## src/rtl/mc_ctrl_pkg.sv

```systemverilog
// Shared encodings for the multi-cycle CPU control FSM: opcodes, states,
// datapath mux codes and the packed control word driven onto the datapath.
package mc_ctrl_pkg;

   localparam int unsigned OP_W = 4;

   localparam logic [OP_W-1:0] OP_ADD  = 4'b0000;
   localparam logic [OP_W-1:0] OP_SUB  = 4'b0001;
   localparam logic [OP_W-1:0] OP_AND  = 4'b0111;
   localparam logic [OP_W-1:0] OP_ADDI = 4'b0011;
   localparam logic [OP_W-1:0] OP_LW   = 4'b1000;
   localparam logic [OP_W-1:0] OP_SW   = 4'b1010;
   localparam logic [OP_W-1:0] OP_BEQ  = 4'b1110;
   localparam logic [OP_W-1:0] OP_HALT = 4'b1111;

   typedef enum logic [3:0] {
      ST_RST    = 4'd0,
      ST_FETCH  = 4'd1,
      ST_DECODE = 4'd2,
      ST_EXEC_R = 4'd3,
      ST_WB_R   = 4'd4,
      ST_EXEC_I = 4'd5,
      ST_WB_I   = 4'd6,
      ST_ADDR   = 4'd7,
      ST_MEM_RD = 4'd8,
      ST_WB_MEM = 4'd9,
      ST_MEM_WR = 4'd10,
      ST_BRANCH = 4'd11,
      ST_HALT   = 4'd12
   } state_e;

   typedef enum logic [2:0] {
      ALU_ADD = 3'b000,
      ALU_SUB = 3'b001,
      ALU_AND = 3'b010
   } alu_op_e;

   typedef enum logic [1:0] {
      PC_ALU    = 2'b00,
      PC_ALUOUT = 2'b01,
      PC_JUMP   = 2'b10
   } pc_src_e;

   typedef enum logic [1:0] {
      SRCB_RT  = 2'b00,
      SRCB_ONE = 2'b01,
      SRCB_IMM = 2'b10
   } alu_src_b_e;

   typedef struct packed {
      logic       mem_re;
      logic       mem_we;
      logic       iord;
      logic       ir_we;
      logic       pc_we;
      pc_src_e    pc_src;
      logic       reg_we;
      logic       reg_dst;
      logic       mem_to_reg;
      logic       alu_src_a;
      alu_src_b_e alu_src_b;
      alu_op_e    alu_op;
   } ctrl_t;

   // ALU operation for an R-type opcode; anything else falls back to ADD.
   function automatic alu_op_e r_alu_op(input logic [OP_W-1:0] op);
      case (op)
         OP_SUB:  return ALU_SUB;
         OP_AND:  return ALU_AND;
         default: return ALU_ADD;
      endcase
   endfunction

endpackage

```

## src/rtl/mc_ctrl_decode.sv

```systemverilog
// Combinational control-word decode from the registered FSM state, with the
// FETCH writes qualified by mem_ready and the BRANCH PC write by zero.
module mc_ctrl_decode
   import mc_ctrl_pkg::*;
(
   input  state_e          state_i,
   input  logic [OP_W-1:0] opcode_i,
   input  logic            mem_ready_i,
   input  logic            zero_i,
   output ctrl_t           ctrl_o
);

   always_comb begin
      ctrl_o = '0;
      case (state_i)
         ST_FETCH: begin
            ctrl_o.mem_re    = 1'b1;
            ctrl_o.alu_src_b = SRCB_ONE;
            ctrl_o.alu_op    = ALU_ADD;
            ctrl_o.pc_src    = PC_ALU;
            ctrl_o.ir_we     = mem_ready_i;
            ctrl_o.pc_we     = mem_ready_i;
         end
         ST_DECODE: begin
            ctrl_o.alu_src_b = SRCB_IMM;
            ctrl_o.alu_op    = ALU_ADD;
         end
         ST_EXEC_R: begin
            ctrl_o.alu_src_a = 1'b1;
            ctrl_o.alu_src_b = SRCB_RT;
            ctrl_o.alu_op    = r_alu_op(opcode_i);
         end
         ST_WB_R: begin
            ctrl_o.reg_we  = 1'b1;
            ctrl_o.reg_dst = 1'b1;
         end
         ST_EXEC_I, ST_ADDR: begin
            ctrl_o.alu_src_a = 1'b1;
            ctrl_o.alu_src_b = SRCB_IMM;
            ctrl_o.alu_op    = ALU_ADD;
         end
         ST_WB_I: begin
            ctrl_o.reg_we = 1'b1;
         end
         ST_MEM_RD: begin
            ctrl_o.mem_re = 1'b1;
            ctrl_o.iord   = 1'b1;
         end
         ST_WB_MEM: begin
            ctrl_o.reg_we     = 1'b1;
            ctrl_o.mem_to_reg = 1'b1;
         end
         ST_MEM_WR: begin
            ctrl_o.mem_we = 1'b1;
            ctrl_o.iord   = 1'b1;
         end
         ST_BRANCH: begin
            ctrl_o.alu_src_a = 1'b1;
            ctrl_o.alu_src_b = SRCB_RT;
            ctrl_o.alu_op    = ALU_SUB;
            ctrl_o.pc_src    = PC_ALUOUT;
            ctrl_o.pc_we     = zero_i;
         end
         default: ctrl_o = '0;
      endcase
   end

endmodule

```

## src/rtl/mc_ctrl_fsm.sv

```systemverilog
// Multi-cycle sequencer for the 4-bit-opcode datapath: FSM, memory wait
// timeout, sticky status flags and the saturating retired-instruction counter.
module mc_ctrl_fsm
   import mc_ctrl_pkg::*;
#(
   parameter int unsigned CNT_W    = 16,
   parameter int unsigned WAIT_MAX = 15
) (
   input  logic             clk,
   input  logic             rst_n,
   input  logic [OP_W-1:0]  OPCODE,
   input  logic             zero,
   input  logic             mem_ready,
   output logic             mem_re,
   output logic             mem_we,
   output logic             iord,
   output logic             ir_we,
   output logic             pc_we,
   output logic [1:0]       pc_src,
   output logic             reg_we,
   output logic             reg_dst,
   output logic             mem_to_reg,
   output logic             alu_src_a,
   output logic [1:0]       alu_src_b,
   output logic [2:0]       alu_op,
   output logic             halted,
   output logic             illegal,
   output logic             bus_err,
   output logic [CNT_W-1:0] instr_cnt
);

   localparam int unsigned WAIT_W = $clog2(WAIT_MAX + 1);

   state_e            state_q, state_d;
   logic [WAIT_W-1:0] wait_q, wait_d;
   logic [CNT_W-1:0]  cnt_q, cnt_d;
   logic              halted_q, halted_d;
   logic              illegal_q, illegal_d;
   logic              bus_err_q, bus_err_d;
   logic              retire;
   logic              in_mem_state;
   ctrl_t             ctrl_c;

   mc_ctrl_decode u_decode (
      .state_i     (state_q),
      .opcode_i    (OPCODE),
      .mem_ready_i (mem_ready),
      .zero_i      (zero),
      .ctrl_o      (ctrl_c)
   );

   always_ff @(posedge clk or negedge rst_n) begin
      if (!rst_n) begin
         state_q   <= ST_RST;
         wait_q    <= '0;
         cnt_q     <= '0;
         halted_q  <= 1'b0;
         illegal_q <= 1'b0;
         bus_err_q <= 1'b0;
      end else begin
         state_q   <= state_d;
         wait_q    <= wait_d;
         cnt_q     <= cnt_d;
         halted_q  <= halted_d;
         illegal_q <= illegal_d;
         bus_err_q <= bus_err_d;
      end
   end

   assign in_mem_state = (state_q == ST_FETCH) || (state_q == ST_MEM_RD) ||
                         (state_q == ST_MEM_WR);

   always_comb begin
      state_d   = state_q;
      wait_d    = '0;
      retire    = 1'b0;
      illegal_d = illegal_q;
      bus_err_d = bus_err_q;
      case (state_q)
         ST_RST:    state_d = ST_FETCH;
         ST_FETCH:  if (mem_ready) state_d = ST_DECODE;
         ST_DECODE: begin
            case (OPCODE)
               OP_ADD, OP_SUB, OP_AND: state_d = ST_EXEC_R;
               OP_ADDI:                state_d = ST_EXEC_I;
               OP_LW, OP_SW:           state_d = ST_ADDR;
               OP_BEQ:                 state_d = ST_BRANCH;
               OP_HALT:                state_d = ST_HALT;
               default: begin
                  state_d   = ST_FETCH;
                  illegal_d = 1'b1;
               end
            endcase
         end
         ST_EXEC_R: state_d = ST_WB_R;
         ST_EXEC_I: state_d = ST_WB_I;
         ST_ADDR:   state_d = (OPCODE == OP_SW) ? ST_MEM_WR : ST_MEM_RD;
         ST_MEM_RD: if (mem_ready) state_d = ST_WB_MEM;
         ST_MEM_WR: begin
            if (mem_ready) begin
               state_d = ST_FETCH;
               retire  = 1'b1;
            end
         end
         ST_WB_R, ST_WB_I, ST_WB_MEM, ST_BRANCH: begin
            state_d = ST_FETCH;
            retire  = 1'b1;
         end
         ST_HALT:   state_d = ST_HALT;
         default:   state_d = ST_RST;
      endcase

      // The WAIT_MAX-th consecutive not-ready cycle times out; ready on that cycle still completes.
      if (in_mem_state && !mem_ready) begin
         if (wait_q == WAIT_W'(WAIT_MAX - 1)) begin
            state_d   = ST_HALT;
            bus_err_d = 1'b1;
         end else begin
            wait_d = wait_q + WAIT_W'(1);
         end
      end
   end

   assign halted_d = halted_q | (state_d == ST_HALT);
   assign cnt_d    = (retire && (cnt_q != '1)) ? cnt_q + CNT_W'(1) : cnt_q;

   assign mem_re     = ctrl_c.mem_re;
   assign mem_we     = ctrl_c.mem_we;
   assign iord       = ctrl_c.iord;
   assign ir_we      = ctrl_c.ir_we;
   assign pc_we      = ctrl_c.pc_we;
   assign pc_src     = ctrl_c.pc_src;
   assign reg_we     = ctrl_c.reg_we;
   assign reg_dst    = ctrl_c.reg_dst;
   assign mem_to_reg = ctrl_c.mem_to_reg;
   assign alu_src_a  = ctrl_c.alu_src_a;
   assign alu_src_b  = ctrl_c.alu_src_b;
   assign alu_op     = ctrl_c.alu_op;
   assign halted     = halted_q;
   assign illegal    = illegal_q;
   assign bus_err    = bus_err_q;
   assign instr_cnt  = cnt_q;

endmodule

```

## config.mk

```make
export PLATFORM = sky130hd
export DESIGN_NAME = mc_ctrl_fsm
export DESIGN_NICKNAME = d
export VERILOG_FILES = /design/src/rtl/mc_ctrl_pkg.sv /design/src/rtl/mc_ctrl_decode.sv /design/src/rtl/mc_ctrl_fsm.sv
export SDC_FILE = /design/constraint.sdc
export NUM_CORES = 1
export LEC_CHECK = 0
export ABC_CLOCK_PERIOD_IN_PS = 2500
export CAP_MARGIN = 25
export CORE_MARGIN = 10
export CORE_UTILIZATION = 45
export DETAILED_ROUTE_END_ITERATION = 8
export PLACE_DENSITY_LB_ADDON = 0.12
export SYNTH_ARGS = -nofsm -noshare
export SYNTH_HDL_FRONTEND = slang
export SYNTH_SLANG_ARGS = --single-unit
```

## constraint.sdc

```tcl
create_clock -name clk -period 2.5 [get_ports clk]
set_input_delay 0.5 -clock clk [delete_from_list [all_inputs] [get_ports clk]]
set_output_delay 0.5 -clock clk [all_outputs]
set_load 0.03 [all_outputs]
```

==> impl_metrics.csv <==
group,metric,value,unit
sta,rsz0062_at_grt,"false",
critical_path,crit_type,"reg2out",
critical_path,cp_max_fo,6,
logic_synthesis,synth.avg_cell_area,9.13,um2
placement,io_buffers,40,
clocking,clk_latency,0.27,ns
route,wl_per_cell,15.8,um
layout,antenna_cells,0,
floorplanning,fp.dieW,81.6,um
critical_path,crit_slowest_cell,"or4b_4",
logic_synthesis,async_reset_ff_share,100,%
critical_path,crit_required,2.00,ns
placement,place.gp.congestion,0.893,
layout,finalInstanceArea,2260,um2
grt,grt_max_degree,28,
flow_run,maxCapViolCount,0,
logic_synthesis,synth_warnings,0,
clocking,htreeDepth,1,
critical_path,slowest_delay,0.52,ns
route,drt_iter0_drc,126,
logic_synthesis,synth_ff_type,"dfrtp_1",
placement,placed_cells,276,
route,antenna_left,0,
critical_path,cp_top_family,"simple AND/OR/NAND/NOR gates",
pwr,powerDensity,1160,nW/um2
grt,antenna_found_initial,0,
logic_synthesis,ys_top_cells_by_count,"27 x dfrtp_1, 23 x nor2_1, 13 x xor2_1, 12 x nand2_1, 10 x nand3_1",
route,vias,1560,
sta,finalCritPeriodShare,97.1,%
critical_path,startpoint_type,"flop",
grt,grtUsageTotal,13.3,%
clocking,cts.sinks,27,
layout,final_util,61.8,%
floorplanning,fp-row-count,22,
clocking,clockRootBuffer,"clkbuf_8",
critical_path,cp_cell_sequence,"or2_4 > or4b_4 > o32ai_2 > buf_4",
logic_synthesis,ys_types,51,
logic_synthesis,synth_area_leaders,"dfrtp_1 40%, xor2_1 6.7%, nor2_1 5.1%",
route,drc,0,
floorplanning,die-area,6660,um2
floorplanning,io_pins,43,
grt,overflow,0,
worst_hold_path,hp-class,"reg2reg",
pwr,peakVddDrop,0.000706,V
logic_synthesis,synth_edf_count,0,
pwr,leakagePower,0.995,nW
logic_synthesis,synth.top_cell.area_share,39.6,%
sta,drv_slew,0,
sta,finalCriticalPeriod,2.43,ns
clocking,cts_tree,"yes",
placement,hpwlAfterDp,3310,um
logic_synthesis,synth_seq_cells,27,
logic_synthesis,yosysMostFrequentCell,"dfrtp_1",
floorplanning,start_util,46.6,%
critical_path,endpoint_kind,"output pin",
sta,fmax,412,MHz
clocking,path_clk_slew,0.09,ns
layout,syn_to_final_growth,32.5,%
route,wl,4460,um
layout,finalNonFillerCells,282,
grt,grt_pass1_vias,1506,
critical_path,path_buf_inv,1,
grt,grt_pass1_wl,7220,um
route,viasPerCell,5.53,
logic_synthesis,syn_area,1710,um2
sta,final_hold_viol_count,0,
floorplanning,die_y,81.6,um
sta,setup-tns-final,0,ns
sta,worstMarginPinSlew,0.486,ns
clocking,cts-hold-fix-buffers,0,
logic_synthesis,syn_inst,187,
sta,hold_slack,0.468,ns
sta,fin_worst_skew,0.00233,ns
layout,drive_above_1_share,13.2,%
floorplanning,core-area,3660,um2
sta,setup_viol,0,
placement,dpl-instance-area,2170,um2
run_status,status,"finished clean",
logic_synthesis,netlist.top_cell.by_area,"dfrtp_1",
clocking,max-clock-path-buffers,2,
sta,relSlewSlack,66.8,%
route,drtPass1Iterations,5,
logic_synthesis,ys_seq_area_share,39.6,%
critical_path,arrival,1.93,ns
layout,nets,246,
clocking,cts_buffers,3,
==> layer usage <==
metal	share of wire, %	vias to the layer above	GRT usage [%]
met1	44	742	16.9
met3	8.3	2	5.57
li1	-	770	-
met2	48	46	20.9
met4	0.40	0	2.38
met5	0	-	0
==> cell families after synthesis <==
kind of cell	count (synthesis)	share of synthesized area, %
AOI/OAI and AO/OA	34	14.2
xor gates and xnor gates	17	8.72
adders and majority gates	3	2.20
buffers and inverters	15	4.62
DFF	27	39.6
muxes	2	1.32
other	1	0.220
and+or+nand+nor	88	29.1
==> worst paths after layout <==
| check | startpoint | end | slack [ns] | cells after the start |
|---|---|---|---|---|
| worst max register to register | state_q[3] | instr_cnt[15] | 0.57 | 5 |
| min in group asynchronous | rst_n | wait_q[3] | 0.59 | 2 |
| worst max-delay path | state_q[2] | alu_op[0] | 0.07 | 4 |
| worst min-delay path | illegal | illegal | 0.47 | 1 |
| worst min register to register | illegal | illegal | 0.47 | 1 |
| max in group asynchronous | rst_n | state_q[2] | 1.64 | 2 |
==> where the power goes <==
part	total [W]	switching, W	internal, W
registers	0.000769	0.000196	0.000573
clock network	0.000250	0.000138	0.000112
logic	0.00159	0.000949	0.000645
total	0.00261	0.00128	0.00133
==> state kept, by name, indices dropped and copies added (netlist names) <==
signal / flops
instr_cnt: 16
state_q: 4
wait_q: 4
bus_err: 1
halted: 1
illegal: 1
==> cell usage in the layout, fill, tap and decap left out, types with 6 or more instances in the layout <==
cell,Yosys,layout
a21oi_1,7,7
buf_4,2,15
clkdlybuf4s50_1,0,29
dfrtp_1,27,26
inv_1,6,6
nand2_1,12,12
nand3_1,10,10
nor2_1,23,23
nor3_1,8,8
o21ai_0,7,7
xor2_1,13,13
==> metrics by stage <==
step                total power (W)  setup WS, ns
floorplan                   0.00178       0.00525
global placement            0.00232         0.101
detailed placement          0.00234        0.0901
CTS                         0.00261        0.0115
global route                0.00280        0.0157
finish                      0.00261        0.0714
==> timing repair <==
action                                  4_1_cts  5_1_grt
endpoints found under the setup margin        3        7
resized for setup                             3        9
setup buffers                                 1        1
==> final cells by class <==
| type | instances | area, um2 |
|---|---|---|
| timing repair buffer | 51 | 483 |
| clock inverter | 1 | 5.00 |
| clock buffer | 3 | 41.3 |
| multi-input combinational | 146 | 972 |
| tap | 48 | 60.1 |
| inverter | 6 | 22.5 |
| fill | 317 | 1400 |
| sequential | 27 | 677 |
Note: power is estimated with default switching activity, not from simulation.
